File: config.mk
export PLATFORM = sky130hd
export DESIGN_NAME = imem_prefetch_buffer
export DESIGN_NICKNAME = d
export VERILOG_FILES = /design/src/rtl/imem_prefetch_buffer.sv
export SDC_FILE = /design/constraint.sdc
export NUM_CORES = 1
export LEC_CHECK = 0
export CAP_MARGIN = 25
export CORE_ASPECT_RATIO = 0.75
export CORE_MARGIN = 2
export CORE_UTILIZATION = 57
export DETAILED_ROUTE_END_ITERATION = 8
export PLACE_DENSITY_LB_ADDON = 0.15
export RECOVER_POWER = 100
export SETUP_SLACK_MARGIN = 0.05
export SYNTH_ARGS = -nofsm -noshare
export SYNTH_HDL_FRONTEND = slang
export SYNTH_SLANG_ARGS = --single-unit
File: constraint.sdc
create_clock -name clk -period 10.2 [get_ports clk]
set_input_delay 2.04 -clock clk [delete_from_list [all_inputs] [get_ports clk]]
set_output_delay 2.04 -clock clk [all_outputs]
set_load 0.1 [all_outputs]
File: src/rtl/imem_prefetch_buffer.sv
// Instruction prefetch buffer: issues sequential word fetches on a req/gnt, rvalid bus and
// queues returned {pc, instr} pairs for Fetch, dropping stale responses after a redirect.
module imem_prefetch_buffer #(
    parameter int unsigned DEPTH           = 2,
    parameter int unsigned MAX_OUTSTANDING = 2,
    parameter logic [31:0] RESET_PC        = 32'h0000_0000
) (
    input  logic        clk,
    input  logic        rst,
    input  logic        redirect_i,
    input  logic [31:0] redirect_pc_i,
    input  logic        pop_i,
    output logic        instr_valid_o,
    output logic [31:0] instr_o,
    output logic [31:0] pc_o,
    output logic        fetch_stall_o,
    output logic        imem_req_o,
    output logic [31:0] imem_addr_o,
    input  logic        imem_gnt_i,
    input  logic        imem_rvalid_i,
    input  logic [31:0] imem_rdata_i
);
    localparam int unsigned PW = $clog2(DEPTH);
    localparam int unsigned CW = $clog2(DEPTH + 1);
    localparam int unsigned OW = $clog2(MAX_OUTSTANDING + 1);

    logic [31:0]   req_addr_q, req_addr_d;
    logic [31:0]   resp_pc_q, resp_pc_d;
    logic [31:0]   fifo_pc_q[DEPTH];
    logic [31:0]   fifo_pc_d[DEPTH];
    logic [31:0]   fifo_instr_q[DEPTH];
    logic [31:0]   fifo_instr_d[DEPTH];
    logic [PW-1:0] rd_ptr_q, rd_ptr_d;
    logic [PW-1:0] wr_ptr_q, wr_ptr_d;
    logic [CW-1:0] count_q, count_d;
    logic [OW-1:0] inflight_q, inflight_d;
    logic [OW-1:0] discard_q, discard_d;

    logic        pop_eff;
    logic        grant;
    logic        resp;
    logic        push;
    logic [31:0] credit;
    logic [31:0] redirect_pc_aligned;
    logic        unused_redirect_lsbs;

    assign redirect_pc_aligned  = {redirect_pc_i[31:2], 2'b00};
    assign unused_redirect_lsbs = ^redirect_pc_i[1:0];

    assign instr_valid_o = (count_q != '0);
    assign fetch_stall_o = !instr_valid_o;
    assign instr_o       = fifo_instr_q[rd_ptr_q];
    assign pc_o          = fifo_pc_q[rd_ptr_q];
    assign imem_addr_o   = req_addr_q;

    assign pop_eff = pop_i && instr_valid_o;
    // Live in-flight requests plus buffered entries must always fit in the FIFO.
    assign credit  = 32'(inflight_q) - 32'(discard_q) + 32'(count_q) - 32'(pop_eff);
    assign imem_req_o = !rst && !redirect_i && (32'(inflight_q) < MAX_OUTSTANDING) &&
                        (credit < DEPTH);

    assign grant = imem_req_o && imem_gnt_i;
    assign resp  = imem_rvalid_i && (inflight_q != '0);
    assign push  = resp && (discard_q == '0) && !redirect_i;

    always_comb begin
        req_addr_d   = req_addr_q;
        resp_pc_d    = resp_pc_q;
        fifo_pc_d    = fifo_pc_q;
        fifo_instr_d = fifo_instr_q;
        rd_ptr_d     = rd_ptr_q;
        wr_ptr_d     = wr_ptr_q;
        count_d      = count_q + CW'(push) - CW'(pop_eff);
        inflight_d   = inflight_q + OW'(grant) - OW'(resp);
        discard_d    = discard_q;

        if (resp && (discard_q != '0)) begin
            discard_d = discard_q - OW'(1);
        end
        if (grant) begin
            req_addr_d = req_addr_q + 32'd4;
        end
        if (push) begin
            fifo_pc_d[wr_ptr_q]    = resp_pc_q;
            fifo_instr_d[wr_ptr_q] = imem_rdata_i;
            wr_ptr_d               = wr_ptr_q + PW'(1);
            resp_pc_d              = resp_pc_q + 32'd4;
        end
        if (pop_eff) begin
            rd_ptr_d = rd_ptr_q + PW'(1);
        end

        // Everything still in flight after this cycle, including this cycle's grant, is stale.
        if (redirect_i) begin
            req_addr_d = redirect_pc_aligned;
            resp_pc_d  = redirect_pc_aligned;
            rd_ptr_d   = '0;
            wr_ptr_d   = '0;
            count_d    = '0;
            discard_d  = inflight_d;
        end
    end

    always_ff @(posedge clk or posedge rst) begin
        if (rst) begin
            req_addr_q   <= RESET_PC;
            resp_pc_q    <= RESET_PC;
            fifo_pc_q    <= '{default: '0};
            fifo_instr_q <= '{default: '0};
            rd_ptr_q     <= '0;
            wr_ptr_q     <= '0;
            count_q      <= '0;
            inflight_q   <= '0;
            discard_q    <= '0;
        end else begin
            req_addr_q   <= req_addr_d;
            resp_pc_q    <= resp_pc_d;
            fifo_pc_q    <= fifo_pc_d;
            fifo_instr_q <= fifo_instr_d;
            rd_ptr_q     <= rd_ptr_d;
            wr_ptr_q     <= wr_ptr_d;
            count_q      <= count_d;
            inflight_q   <= inflight_d;
            discard_q    <= discard_d;
        end
    end

    a_no_push_into_full: assert property (@(posedge clk) disable iff (rst)
        push |-> ((count_q != CW'(DEPTH)) || pop_eff));

    a_rvalid_has_request: assert property (@(posedge clk) disable iff (rst)
        imem_rvalid_i |-> (inflight_q != '0));

endmodule

Word level (Yosys, flattened, before mapping)
Index checks and enable logic that the tools add are counted.
W data, S select, Z words.
{ "op_classes": {"n_mux": 21, "add_sub_neg": 12, "n_eq_ne": 0, "reduce_logical": 21, "magnitude_cmp": 5, "div_mod_pow": 0, "shift": 0, "n_bitwise": 2, "mul": 0} }
{ "ops": {"columns": ["op", "count"], "rows": [
  ["$mux W32", 11],
  ["$bwmux W64", 2],
  ["$add A32 B3 Y32 const B", 2],
  ["$demux W32 S1", 1],
  ["$lt A32 B2 Y1 const B", 1],
  ["$reduce_bool A2 Y1", 7],
  ["$logic_and A1 B1 Y1", 10],
  ["$mux W2", 3],
  ["$sub A4 B2 Y5", 1],
  ["$add A2 B1 Y2", 2],
  ["$add A3 B3 Y4", 1],
  ["$ge A2 B2 Y1 const B", 2],
  ["$mux W1", 4],
  ["$not A1 Y2", 2],
  ["$sub A2 B1 Y2", 2],
  ["$logic_not A1 Y1", 3],
  ["$sub A2 B2 Y3", 1],
  ["$add A1 B1 Y1 const B", 2],
  ["$logic_not A2 Y1", 1],
  ["$lt A2 B1 Y1 const B", 1],
  ["$lt A2 B2 Y1 const B", 1],
  ["$sub A2 B1 Y2 const B", 1]
]} }
{ "totals": {"wordCells": 72, "latch_bits": 0, "mem_bits_ro": 0, "mem_count": 0, "ff_bits": 200, "ram_bits": 0} }

Longest topological paths before layout
Gate-level depths: netlist (run 1).
{ "depth": {"ltp_word": 9, "depth_mapped": 21, "depth_no_buf": 20} }

Worst setup path before layout (run 1)
OpenSTA, ideal clock, no wires.
{ "synth_path": {"kind": "input port to output port", "start": "in pop_i", "end": "out imem_req_o", "arrival_ns": 4.876, "cell_stages": 8, "setup_slack_ns": 3.284, "n_path_buf": 1, "cell_sequence": "and2_1 -> ha_1 -> nor2b_1 -> fa_1 -> fa_1 -> nand2b_1 -> a211oi_4 -> clkbuf_1"} }
{ "synth_between": {"elab_chain_len": 4} }
{ "synth_rtl": {"columns": ["item", "line_no", "source"], "rows": [
  ["start: declaration", "12", "input logic pop_i,"],
  ["$logic_and A1 B1 Y1", "56", "assign pop_eff = pop_i && instr_valid_o;"],
  ["$sub A4 B2 Y5", "58", "assign credit = 32'(inflight_q) - 32'(discard_q) + 32'(count_q) - 32'(pop_eff);"],
  ["$lt A32 B2 Y1", "60", "(credit < DEPTH);"],
  ["$logic_and A1 B1 Y1", "59", "assign imem_req_o = !rst && !redirect_i && (32'(inflight_q) < MAX_OUTSTANDING) &&"],
  ["end: declaration", "17", "output logic imem_req_o,"]
]} }
No other way between the ends.

Worst setup path after layout (run 1)
{ "layout_path": {"start": "in redirect_i", "end": "out imem_req_o"} }
{ "layout_between": {"elab_chain_len": 4} }
{ "layout_rtl": {"columns": ["item", "line_no", "source"], "rows": [
  ["start: declaration", "10", "input logic redirect_i,"],
  ["$logic_not A1 Y1", "59", null],
  ["$logic_and A1 B1 Y1 (3 in series)", "59", null]
]} }
No other way between the ends.

==> results of run 1 <==
cell usage after synthesis, drive strengths merged, types with 2 or more instances:
cell      n  area [um2]
mux2    204        2300
dfrtp   192        4800
nand2    42         158
nand3    34         170
xnor2    26         228
clkbuf   24        90.1
inv      22        85.1
nand4    22         138
xor2     21         184
nor2     19        71.3
o21ai    18        90.1
buf      14        82.6
a21oi    12        60.1
ha       12         150
and3     11        68.8
nor3      7        35.0
and2      6        37.5
nor4      6        43.8
or4       6        48.8
o311ai    5        43.8
nor2b     4        25.0
o211ai    4        30.0
or3       4        25.0
a21boi    3        22.5
a31o      3        26.3
a31oi     3        18.8
and4      3        26.3
fa        3        60.1
nand2b    3        18.8
o31a      3        26.3
a211oi    2        27.5
a221o     2        20.0
o21a      2        15.0
o21bai    2        15.0
o31ai     2        15.0
o41ai     2        17.5
worst paths after layout:
path / startpoint / endpoint / depth (start not counted)
hold / removal: fifo_instr_q[49]$_DFFE_PP0P_ / fifo_instr_q[49]$_DFFE_PP0P_ / 1
min in group asynchronous: rst / imem_addr_o[9]$_DFFE_PP0P_ / 2
max in group asynchronous: rst / resp_pc_q[13]$_DFFE_PP0N_ / 4
setup / recovery: redirect_i / imem_req_o / 6
setup reg to reg: inflight_q[0]$_DFF_PP0_ / discard_q[1]$_DFFE_PP0P_ / 21
hold reg to reg: fifo_instr_q[49]$_DFFE_PP0P_ / fifo_instr_q[49]$_DFFE_PP0P_ / 1
final cells by class:
class	count	area, um2
Sequential cell	192	4810
Multi-Input combinational cell	509	4300
Fill cell	1087	4270
Timing Repair Buffer	172	1670
Clock buffer	18	429
Tap cell	210	263
Clock inverter	13	188
Inverter	23	88.8
through the flow:
| step | cell area, um2 | hold WS, ns |
|---|---|---|
| after global placement | 11200 | 0.483 |
| after global routing | 11700 | 0.515 |
| after detailed placement | 11200 | 0.490 |
| final | 11700 | 0.503 |
| after floorplan | 9370 | 0.475 |
| after CTS | 11800 | 0.507 |
routing by layer:
| layer | wire length [um] | global-route usage | vias up |
|---|---|---|---|
| met3 | 992 | 0.0539 | 30 |
| met5 | 0 | 0 | - |
| met4 | 335 | 0.0704 | 0 |
| met1 | 9540 | 0.336 | 3353 |
| met2 | 10600 | 0.429 | 188 |
| li1 | - | - | 3035 |
registers in the layout (all words and copies together) (netlist names):
signal and flops:
count_q 2, discard_q 2, resp_pc_q 30, imem_addr_o 30
wr_ptr_q 1, rd_ptr_q 1, fifo_pc_q 60, inflight_q 2
fifo_instr_q 64
critical path, stage by stage:
cell and delay (ns):
sky130_fd_sc_hd__dlygate4sd3_1 0.53, sky130_fd_sc_hd__clkbuf_1 0.77, sky130_fd_sc_hd__or4_1 0.77, sky130_fd_sc_hd__a211oi_1 0.23
sky130_fd_sc_hd__clkbuf_1 0.64, sky130_fd_sc_hd__dlygate4sd3_1 1.30
kinds of logic after synthesis:
logic type,count (synthesis)
and+or+nand+nor,171
xor gates and xnor gates,47
buffers and inverters,61
muxes,205
adders and majority gates,15
AOI/OAI and AO/OA,67
DFF,192
other,1
==> report_table.html, run 1 <==
<table>
<tr><th>Metric</th><th>Value</th></tr>
<tr><th colspan="2">Status</th></tr>
<tr><td>Run status</td><td>finished, violations left</td></tr>
<tr><td>Violated checks</td><td>max-capacitance violations, max-slew violations</td></tr>
<tr><th colspan="2">Critical path</th></tr>
<tr><td>Register-to-register setup slack</td><td>4.07 ns</td></tr>
<tr><td>Startpoint type of the worst setup path</td><td>primary input</td></tr>
<tr><td>Critical Path RT</td><td>8.16 ns</td></tr>
<tr><td>Classification of the worst setup path</td><td>primary input to output port</td></tr>
<tr><td>Worst-path fanout max</td><td>46</td></tr>
<tr><td>Nature of the critical path endpoint</td><td>output port</td></tr>
<tr><td>Arrival time of the worst setup path</td><td>6.30 ns</td></tr>
<tr><th colspan="2">Run</th></tr>
<tr><td>MaxCap Viol Count</td><td>5</td></tr>
<tr><th colspan="2">GRT</th></tr>
<tr><td>Vias in the first global route</td><td>6816</td></tr>
<tr><td>Grt ovf</td><td>0</td></tr>
<tr><td>Initial antenna violation count</td><td>0</td></tr>
<tr><td>Pin count of the biggest net entering global routing</td><td>117</td></tr>
<tr><td>Overall Global Routing Usage</td><td>0.253</td></tr>
<tr><td>First-pass GRT wire length</td><td>35100 um</td></tr>
<tr><th colspan="2">Floorplanning</th></tr>
<tr><td>Effective utilization at floorplan</td><td>0.584</td></tr>
<tr><td>Die Outline Area</td><td>17500 um2</td></tr>
<tr><td>Row count</td><td>40</td></tr>
<tr><td>Die width</td><td>152 um</td></tr>
<tr><td>Core Box Area</td><td>16000 um2</td></tr>
<tr><td>I/O pin count</td><td>169</td></tr>
<tr><td>Die height</td><td>115 um</td></tr>
<tr><th colspan="2">Cells and area</th></tr>
<tr><td>Final nets</td><td>1000</td></tr>
<tr><td>Final Instance Count excl. Fillers</td><td>1137</td></tr>
<tr><td>Layout-stage area growth over the synthesis result</td><td>25.6%</td></tr>
<tr><td>Antenna Diode Count</td><td>0</td></tr>
<tr><td>Ratio of cells with drive above 1 in the final layout</td><td>0.266</td></tr>
<tr><td>Commonest non-fill, non-tap cell in the layout</td><td>sky130_fd_sc_hd__mux2_2</td></tr>
<tr><td>Fin util</td><td>0.734</td></tr>
<tr><td>Commonest cells after routing, fill and taps aside</td><td>sky130_fd_sc_hd__mux2_2 (204), sky130_fd_sc_hd__dfrtp_1 (191), sky130_fd_sc_hd__dlygate4sd3_1 (97)</td></tr>
<tr><th colspan="2">Clock network</th></tr>
<tr><td>Number of gates resized after cts</td><td>0</td></tr>
<tr><td>CTS Root Buffer Type</td><td>sky130_fd_sc_hd__clkbuf_16</td></tr>
<tr><td>Maximum clock path buffer count</td><td>2</td></tr>
<tr><td>Setup Buffers After CTS</td><td>0</td></tr>
<tr><td>Clock transition at the registers of the reported paths</td><td>0.06 ns</td></tr>
<tr><td>Clock tree from TritonCTS</td><td>built</td></tr>
<tr><td>Hold buffer count at CTS</td><td>0</td></tr>
<tr><td>Clock buffer count from CTS</td><td>17</td></tr>
<tr><td>Clock sink count</td><td>192</td></tr>
<tr><td>Source-to-sink clock delay at the later pin of the worst-skew pair</td><td>0.43 ns</td></tr>
<tr><td>Number of H-tree levels</td><td>4</td></tr>
<tr><th colspan="2">Detailed routing</th></tr>
<tr><td>Post-detailed-route wirelength per cell</td><td>18.9 um</td></tr>
<tr><td>Aggregate routed wire length</td><td>21500 um</td></tr>
<tr><td>Initial detailed-routing violation count</td><td>427</td></tr>
<tr><td>Total via count in the routed design</td><td>6606</td></tr>
<tr><td>Vias per cell</td><td>5.81</td></tr>
<tr><td>DRC errors left</td><td>0</td></tr>
<tr><td>Number of nets with antenna violations after routing</td><td>0</td></tr>
<tr><td>DR pass1 iterations</td><td>5</td></tr>
<tr><th colspan="2">Yosys</th></tr>
<tr><td>Synth Area in Compound Gates</td><td>0.0492</td></tr>
<tr><td>Share of cell area taken by muxes after synthesis</td><td>0.247</td></tr>
<tr><td>Adder-cell share of the synthesized area</td><td>0.0225</td></tr>
<tr><td>Post-synthesis simple-gate area fraction</td><td>0.0958</td></tr>
<tr><td>Proportion of register bits with asynchronous set or reset after synthesis</td><td>1.00</td></tr>
<tr><td>Number of synthesized flops with an enable pin</td><td>0</td></tr>
<tr><td>Post-synthesis xor/xnor area fraction</td><td>0.0440</td></tr>
<tr><td>Post-synth top flop</td><td>sky130_fd_sc_hd__dfrtp_1</td></tr>
<tr><td>Summed instance area of the synthesized netlist</td><td>9360 um2</td></tr>
<tr><td>Yosys synthesis warning count</td><td>0</td></tr>
<tr><td>Combinational family with the most area after synthesis</td><td>multiplexers</td></tr>
<tr><td>Number of storage elements in the synthesis netlist</td><td>192</td></tr>
<tr><td>Average size of a mapped cell</td><td>12.3 um2</td></tr>
<tr><td>Sequential share of the synthesized area</td><td>0.514</td></tr>
<tr><td>Number of instances in the synthesized netlist</td><td>759</td></tr>
<tr><td>Distinct cell type count after synthesis</td><td>54</td></tr>
<tr><th colspan="2">Timing</th></tr>
<tr><td>Unrepaired setup endpoints after global routing</td><td>false</td></tr>
<tr><td>Final critical path time including I/O delays and setup</td><td>8.34 ns</td></tr>
<tr><td>Worst slew margin</td><td>-2.68</td></tr>
<tr><td>Fmax</td><td>0.120 GHz</td></tr>
<tr><td>Worst-Margin Slew</td><td>5.52 ns</td></tr>
<tr><td>Final Hold Viols</td><td>0</td></tr>
<tr><td>Final setup skew</td><td>0.0124 ns</td></tr>
<tr><td>Setup tns final</td><td>0 ns</td></tr>
<tr><td>Share of the cycle needed by the critical path after routing</td><td>0.817</td></tr>
<tr><td>Setup slack after layout</td><td>1.86 ns</td></tr>
<tr><td>Pins over their slew limit</td><td>320</td></tr>
<tr><td>Final count of negative-setup-slack endpoints</td><td>0</td></tr>
<tr><th colspan="2">Placement</th></tr>
<tr><td>Global placer's final weighted congestion</td><td>0.911</td></tr>
<tr><td>PortBufs</td><td>162</td></tr>
<tr><td>Worst slack, placed</td><td>2.48 ns</td></tr>
<tr><td>Placed wire-length estimate</td><td>14800 um</td></tr>
<tr><td>Cell count after placement</td><td>1104</td></tr>
<tr><th colspan="2">Worst hold path</th></tr>
<tr><td>Worst min-delay path category</td><td>flip-flop to flip-flop</td></tr>
</table>
Power of run 1 is not shown: default switching activity piles up to over one toggle a cycle in this logic, so the estimate is an artifact.
==> run 2, diff against run 1 <==
--- a/config.mk
+++ b/config.mk
@@ -8,7 +8,7 @@
 export CAP_MARGIN = 25
 export CORE_ASPECT_RATIO = 0.75
 export CORE_MARGIN = 2
-export CORE_UTILIZATION = 57
+export CORE_UTILIZATION = 48
 export DETAILED_ROUTE_END_ITERATION = 8
 export PLACE_DENSITY_LB_ADDON = 0.15
 export RECOVER_POWER = 100
==> constraint.sdc (replaced) <==
create_clock -name clk -period 7.39 [get_ports clk]
set_input_delay 1.478 -clock clk [delete_from_list [all_inputs] [get_ports clk]]
set_output_delay 1.478 -clock clk [all_outputs]
set_load 0.1 [all_outputs]
==> report_table.html, run 2 (synthesized netlist as in run 1, its figures left out) <==
<table>
<tr><th>Metric</th><th>Value</th></tr>
<tr><th colspan="2">Detailed routing</th></tr>
<tr><td>DR pass1 iterations</td><td>4</td></tr>
<tr><td>Vias per cell</td><td>5.62</td></tr>
<tr><td>M1 WL</td><td>10200 um</td></tr>
<tr><td>Detailed-routed wire length on met3</td><td>1070 um</td></tr>
<tr><td>Post-detailed-route wirelength per cell</td><td>19.1 um</td></tr>
<tr><td>Highest metal layer with signal wires</td><td>met4</td></tr>
<tr><td>Aggregate routed wire length</td><td>22600 um</td></tr>
<tr><td>Sum of met2 wire segment lengths after detailed routing</td><td>11100 um</td></tr>
<tr><td>DRC errors left</td><td>0</td></tr>
<tr><td>Number of nets with antenna violations after routing</td><td>0</td></tr>
<tr><td>Initial detailed-routing violation count</td><td>393</td></tr>
<tr><td>Total via count in the routed design</td><td>6643</td></tr>
<tr><th colspan="2">Clock network</th></tr>
<tr><td>Maximum clock path buffer count</td><td>2</td></tr>
<tr><td>Clock tree from TritonCTS</td><td>built</td></tr>
<tr><td>Setup Buffers After CTS</td><td>0</td></tr>
<tr><td>Source-to-sink clock delay at the later pin of the worst-skew pair</td><td>0.43 ns</td></tr>
<tr><td>Number of gates resized after cts</td><td>0</td></tr>
<tr><td>Clock transition at the registers of the reported paths</td><td>0.07 ns</td></tr>
<tr><td>Clock buffer count from CTS</td><td>17</td></tr>
<tr><td>CTS Root Buffer Type</td><td>sky130_fd_sc_hd__clkbuf_16</td></tr>
<tr><td>Number of H-tree levels</td><td>4</td></tr>
<tr><td>Clock sink count</td><td>192</td></tr>
<tr><td>Hold buffer count at CTS</td><td>0</td></tr>
<tr><th colspan="2">Timing</th></tr>
<tr><td>Fmax</td><td>0.158 GHz</td></tr>
<tr><td>Pins over their slew limit</td><td>369</td></tr>
<tr><td>Final Hold Viols</td><td>0</td></tr>
<tr><td>Final critical path time including I/O delays and setup</td><td>6.31 ns</td></tr>
<tr><td>Worst-Margin Slew</td><td>3.60 ns</td></tr>
<tr><td>Worst slew margin</td><td>-1.42</td></tr>
<tr><td>Hold slack</td><td>0.502 ns</td></tr>
<tr><td>Unrepaired setup endpoints after global routing</td><td>false</td></tr>
<tr><td>Share of the cycle needed by the critical path after routing</td><td>0.854</td></tr>
<tr><td>Final setup skew</td><td>0.00869 ns</td></tr>
<tr><td>Final count of negative-setup-slack endpoints</td><td>0</td></tr>
<tr><td>Setup tns final</td><td>0 ns</td></tr>
<tr><th colspan="2">Critical path</th></tr>
<tr><td>Master of the slowest instance on the critical path</td><td>sky130_fd_sc_hd__or4_1</td></tr>
<tr><td>FF-to-FF End</td><td>discard_q[1]$_DFFE_PP0P_</td></tr>
<tr><td>Nature of the critical path endpoint</td><td>output port</td></tr>
<tr><td>Cells on worst reg2reg path</td><td>21</td></tr>
<tr><td>Critical Path RT</td><td>5.91 ns</td></tr>
<tr><td>Most frequent cell on the critical path</td><td>sky130_fd_sc_hd__clkbuf_1</td></tr>
<tr><td>Timing endpoint of the critical path</td><td>imem_req_o</td></tr>
<tr><td>Register-to-register setup slack</td><td>1.87 ns</td></tr>
<tr><td>Worst-path fanout max</td><td>46</td></tr>
<tr><td>Worst path cell trace</td><td>dlygate4sd3_1, clkbuf_1, or4_1, a211oi_4, clkbuf_1, buf_4</td></tr>
<tr><td>Largest stage delay on the critical path</td><td>0.83 ns</td></tr>
<tr><td>Startpoint type of the worst setup path</td><td>primary input</td></tr>
<tr><td>CP Launch Point</td><td>redirect_i</td></tr>
<tr><td>Reg-to-Reg Start</td><td>inflight_q[0]$_DFF_PP0_</td></tr>
<tr><td>Arrival time of the worst setup path</td><td>4.83 ns</td></tr>
<tr><td>Classification of the worst setup path</td><td>primary input to output port</td></tr>
<tr><th colspan="2">Status</th></tr>
<tr><td>Run status</td><td>finished, violations left</td></tr>
<tr><td>Violated checks</td><td>max-capacitance violations, max-slew violations</td></tr>
<tr><th colspan="2">Cells and area</th></tr>
<tr><td>Flip-flop count of the largest register, all copies and words added</td><td>64</td></tr>
<tr><td>Registers with the most flip-flops</td><td>fifo_instr_q x64, fifo_pc_q x60</td></tr>
<tr><td>Ratio of cells with drive above 1 in the final layout</td><td>0.274</td></tr>
<tr><td>Commonest cells after routing, fill and taps aside</td><td>sky130_fd_sc_hd__mux2_2 (204), sky130_fd_sc_hd__dfrtp_1 (191), sky130_fd_sc_hd__dlygate4sd3_1 (96)</td></tr>
<tr><td>Fill count</td><td>1527</td></tr>
<tr><td>Layout Cell Area excl Fill</td><td>11800 um2</td></tr>
<tr><td>Antenna Diode Count</td><td>0</td></tr>
<tr><td>Final nets</td><td>1000</td></tr>
<tr><td>Biggest register</td><td>fifo_instr_q</td></tr>
<tr><td>Area occupied by multi-input gates</td><td>4320 um2</td></tr>
<tr><td>Commonest non-fill, non-tap cell in the layout</td><td>sky130_fd_sc_hd__mux2_2</td></tr>
<tr><td>Sequential cell area</td><td>4810 um2</td></tr>
<tr><td>Layout-stage area growth over the synthesis result</td><td>25.9%</td></tr>
<tr><th colspan="2">Worst hold path</th></tr>
<tr><td>Worst min-delay path category</td><td>flip-flop to flip-flop</td></tr>
<tr><th colspan="2">Floorplanning</th></tr>
<tr><td>Die Outline Area</td><td>20600 um2</td></tr>
<tr><td>Die height</td><td>125 um</td></tr>
<tr><td>Row count</td><td>44</td></tr>
<tr><td>Effective utilization at floorplan</td><td>0.487</td></tr>
<tr><td>Die width</td><td>165 um</td></tr>
<tr><td>Core Box Area</td><td>19200 um2</td></tr>
<tr><td>I/O pin count</td><td>169</td></tr>
<tr><th colspan="2">Placement</th></tr>
<tr><td>Cell Area, Placed</td><td>11200 um2</td></tr>
<tr><td>PortBufs</td><td>162</td></tr>
<tr><td>Global placer's final weighted congestion</td><td>0.893</td></tr>
<tr><td>Placed wire-length estimate</td><td>15600 um</td></tr>
<tr><th colspan="2">GRT</th></tr>
<tr><td>Pin count of the biggest net entering global routing</td><td>80</td></tr>
<tr><td>Initial antenna violation count</td><td>0</td></tr>
<tr><td>Grt ovf</td><td>0</td></tr>
<tr><td>Overall Global Routing Usage</td><td>0.227</td></tr>
<tr><td>First-pass GRT wire length</td><td>36500 um</td></tr>
<tr><td>Vias in the first global route</td><td>7009</td></tr>
<tr><th colspan="2">Run</th></tr>
<tr><td>MaxCap Viol Count</td><td>6</td></tr>
</table>
-- run 2: area by class of cell --
cell class                 count  area share
clock buffer                  19      0.0376
clock inverter                13      0.0110
inverter                      23     0.00765
multi-input combinational    509       0.367
sequential                   192       0.408
tap                          253      0.0269
timing repair buffer         172       0.142
-- run 2: routing by layer --
| metal | track usage | vias up |
|---|---|---|
| li1 | - | 3034 |
| met2 | 0.375 | 189 |
| met4 | 0.0568 | 0 |
| met3 | 0.0410 | 20 |
| met5 | 0 | - |
| met1 | 0.310 | 3400 |
-- run 2: critical path, delay by kind of cell --
kind / cells / cell delay [ns]
buffers and inverters: 4 / 2.33
AO/OA/AOI/OAI: 1 / 0.17
AND/OR/NAND/NOR: 1 / 0.83
-- run 2: stage by stage --
stage	setup slack, ns	util	instances
floorplan	0.685	-	762
global placement	1.73	0.584	1147
detailed placement	1.68	0.584	1147
CTS	1.68	0.614	1179
global route	0.862	0.613	1181
finish	1.08	0.613	1181
-- run 2: worst min path at each step --
stage / end / slack (ns) / depth (start not counted) / from
floorplan: fifo_pc_q[6]$_DFFE_PP0P_ / 0.47 / 1 / fifo_pc_q[6]$_DFFE_PP0P_
global placement: fifo_instr_q[5]$_DFFE_PP0P_ / 0.48 / 1 / fifo_instr_q[5]$_DFFE_PP0P_
detailed placement: fifo_instr_q[22]$_DFFE_PP0P_ / 0.49 / 1 / fifo_instr_q[22]$_DFFE_PP0P_
CTS: fifo_instr_q[22]$_DFFE_PP0P_ / 0.51 / 1 / fifo_instr_q[22]$_DFFE_PP0P_
global route: fifo_pc_q[46]$_DFFE_PP0P_ / 0.52 / 1 / fifo_pc_q[46]$_DFFE_PP0P_
finish: fifo_pc_q[9]$_DFFE_PP0P_ / 0.50 / 1 / fifo_pc_q[9]$_DFFE_PP0P_
Power of run 2 is left out for the same reason.
==> run 3, diff against run 2 <==
==> constraint.sdc (replaced) <==
create_clock -name clk -period 7.39 [get_ports clk]
set_input_delay 1.1085 -clock clk [delete_from_list [all_inputs] [get_ports clk]]
set_output_delay 1.1085 -clock clk [all_outputs]
set_load 0.1 [all_outputs]
==> report_table.html, run 3 (synthesized netlist as in run 1, its figures left out) <==
<table>
<tr><th>Metric</th><th>Value</th></tr>
<tr><th colspan="2">Status</th></tr>
<tr><td>Run status</td><td>finished, violations left</td></tr>
<tr><td>Violated checks</td><td>max-capacitance violations, max-slew violations</td></tr>
<tr><th colspan="2">Clock network</th></tr>
<tr><td>Number of H-tree levels</td><td>4</td></tr>
<tr><td>Number of gates resized after cts</td><td>0</td></tr>
<tr><td>Hold buffer count at CTS</td><td>0</td></tr>
<tr><td>CTS Root Buffer Type</td><td>sky130_fd_sc_hd__clkbuf_16</td></tr>
<tr><td>Clock buffer count from CTS</td><td>17</td></tr>
<tr><td>Setup Buffers After CTS</td><td>0</td></tr>
<tr><td>Clock sink count</td><td>192</td></tr>
<tr><td>Source-to-sink clock delay at the later pin of the worst-skew pair</td><td>0.42 ns</td></tr>
<tr><td>Clock transition at the registers of the reported paths</td><td>0.06 ns</td></tr>
<tr><td>Clock tree from TritonCTS</td><td>built</td></tr>
<tr><td>Maximum clock path buffer count</td><td>2</td></tr>
<tr><th colspan="2">Timing</th></tr>
<tr><td>Final critical path time including I/O delays and setup</td><td>6.50 ns</td></tr>
<tr><td>Share of the cycle needed by the critical path after routing</td><td>0.879</td></tr>
<tr><td>Worst slew margin</td><td>-0.439</td></tr>
<tr><td>Setup tns final</td><td>0 ns</td></tr>
<tr><td>Unrepaired setup endpoints after global routing</td><td>false</td></tr>
<tr><td>Worst-Margin Slew</td><td>2.15 ns</td></tr>
<tr><td>Fmax</td><td>0.154 GHz</td></tr>
<tr><td>Final count of negative-setup-slack endpoints</td><td>0</td></tr>
<tr><td>Final setup skew</td><td>0.00964 ns</td></tr>
<tr><td>Final Hold Viols</td><td>0</td></tr>
<tr><td>Pins over their slew limit</td><td>336</td></tr>
<tr><th colspan="2">Cells and area</th></tr>
<tr><td>Layout-stage area growth over the synthesis result</td><td>26.4%</td></tr>
<tr><td>Commonest non-fill, non-tap cell in the layout</td><td>sky130_fd_sc_hd__mux2_2</td></tr>
<tr><td>Antenna Diode Count</td><td>0</td></tr>
<tr><td>Commonest cells after routing, fill and taps aside</td><td>sky130_fd_sc_hd__mux2_2 (203), sky130_fd_sc_hd__dfrtp_1 (191), sky130_fd_sc_hd__dlygate4sd3_1 (97)</td></tr>
<tr><td>Biggest register</td><td>fifo_instr_q</td></tr>
<tr><td>Ratio of cells with drive above 1 in the final layout</td><td>0.270</td></tr>
<tr><td>Flip-flop count of the largest register, all copies and words added</td><td>64</td></tr>
<tr><td>Final nets</td><td>1001</td></tr>
<tr><td>Registers with the most flip-flops</td><td>fifo_instr_q x64, fifo_pc_q x60</td></tr>
<tr><th colspan="2">Run</th></tr>
<tr><td>MaxCap Viol Count</td><td>6</td></tr>
<tr><th colspan="2">Floorplanning</th></tr>
<tr><td>Die height</td><td>125 um</td></tr>
<tr><td>Core Box Area</td><td>19200 um2</td></tr>
<tr><td>Die Outline Area</td><td>20600 um2</td></tr>
<tr><td>Effective utilization at floorplan</td><td>0.487</td></tr>
<tr><td>I/O pin count</td><td>169</td></tr>
<tr><td>Row count</td><td>44</td></tr>
<tr><td>Die width</td><td>165 um</td></tr>
<tr><th colspan="2">GRT</th></tr>
<tr><td>Pin count of the biggest net entering global routing</td><td>115</td></tr>
<tr><td>First-pass GRT wire length</td><td>35900 um</td></tr>
<tr><td>Overall Global Routing Usage</td><td>0.221</td></tr>
<tr><td>Initial antenna violation count</td><td>0</td></tr>
<tr><td>Vias in the first global route</td><td>6879</td></tr>
<tr><td>Grt ovf</td><td>0</td></tr>
<tr><th colspan="2">Detailed routing</th></tr>
<tr><td>DR pass1 iterations</td><td>5</td></tr>
<tr><td>Number of nets with antenna violations after routing</td><td>0</td></tr>
<tr><td>Total via count in the routed design</td><td>6654</td></tr>
<tr><td>Aggregate routed wire length</td><td>22100 um</td></tr>
<tr><td>DRC errors left</td><td>0</td></tr>
<tr><td>Initial detailed-routing violation count</td><td>418</td></tr>
<tr><td>Vias per cell</td><td>5.63</td></tr>
<tr><td>Post-detailed-route wirelength per cell</td><td>18.7 um</td></tr>
<tr><th colspan="2">Critical path</th></tr>
<tr><td>Register-to-register setup slack</td><td>1.43 ns</td></tr>
<tr><td>Nature of the critical path endpoint</td><td>output port</td></tr>
<tr><td>Worst-path fanout max</td><td>46</td></tr>
<tr><td>Arrival time of the worst setup path</td><td>5.39 ns</td></tr>
<tr><td>Classification of the worst setup path</td><td>primary input to output port</td></tr>
<tr><td>Critical Path RT</td><td>6.28 ns</td></tr>
<tr><td>Startpoint type of the worst setup path</td><td>primary input</td></tr>
<tr><th colspan="2">Placement</th></tr>
<tr><td>PortBufs</td><td>162</td></tr>
<tr><td>Global placer's final weighted congestion</td><td>0.871</td></tr>
<tr><td>Placed wire-length estimate</td><td>15000 um</td></tr>
<tr><th colspan="2">Worst hold path</th></tr>
<tr><td>Worst min-delay path category</td><td>flip-flop to flip-flop</td></tr>
</table>
-- run 3: final cells by class --
| type | count | area, um2 |
|---|---|---|
| Clock buffer | 19 | 433 |
| Tap cell | 253 | 317 |
| Fill cell | 1479 | 7390 |
| Clock inverter | 13 | 159 |
| Timing Repair Buffer | 173 | 1700 |
| Sequential cell | 192 | 4810 |
| Inverter | 23 | 88.8 |
| Multi-Input combinational cell | 509 | 4320 |
-- run 3: routing by layer --
layer	track usage	share of wire
met5	0	0
met4	0.0588	0.017
met3	0.0436	0.056
met2	0.360	0.48
met1	0.303	0.44
-- run 3: path summary, 6_finish.rpt --
check / startpoint / to / depth (start not counted)
worst max-delay path: redirect_i / imem_req_o / 6
worst min-delay path: fifo_instr_q[28]$_DFFE_PP0P_ / fifo_instr_q[28]$_DFFE_PP0P_ / 1
worst max register to register: inflight_q[0]$_DFF_PP0_ / discard_q[1]$_DFFE_PP0P_ / 21
worst min register to register: fifo_instr_q[28]$_DFFE_PP0P_ / fifo_instr_q[28]$_DFFE_PP0P_ / 1
max in group asynchronous: rst / rd_ptr_q$_DFFE_PP0P_ / 5
min in group asynchronous: rst / count_q[1]$_DFF_PP0_ / 2
-- run 3: stage by stage --
stage / utilization / cell area [um2] / instances / hold WS [ns] / setup WS (ns)
after detailed placement: 0.584 / 11200 / 1146 / 0.491 / 1.56
final: 0.615 / 11800 / 1182 / 0.502 / 0.893
after global placement: 0.584 / 11200 / 1146 / 0.483 / 1.62
after CTS: 0.614 / 11800 / 1178 / 0.507 / 1.56
after global routing: 0.615 / 11800 / 1182 / 0.515 / 0.736
after floorplan: - / 9370 / 762 / 0.475 / 1.05
-- run 3: worst max-delay path, cell delays in order --
cell	delay (ns)
sky130_fd_sc_hd__dlygate4sd3_1	0.53
sky130_fd_sc_hd__clkbuf_1	0.77
sky130_fd_sc_hd__or4_1	0.83
sky130_fd_sc_hd__a211oi_4	0.17
sky130_fd_sc_hd__clkbuf_1	0.65
sky130_fd_sc_hd__dlygate4sd3_1	1.31
Power of run 3 is left out for the same reason.
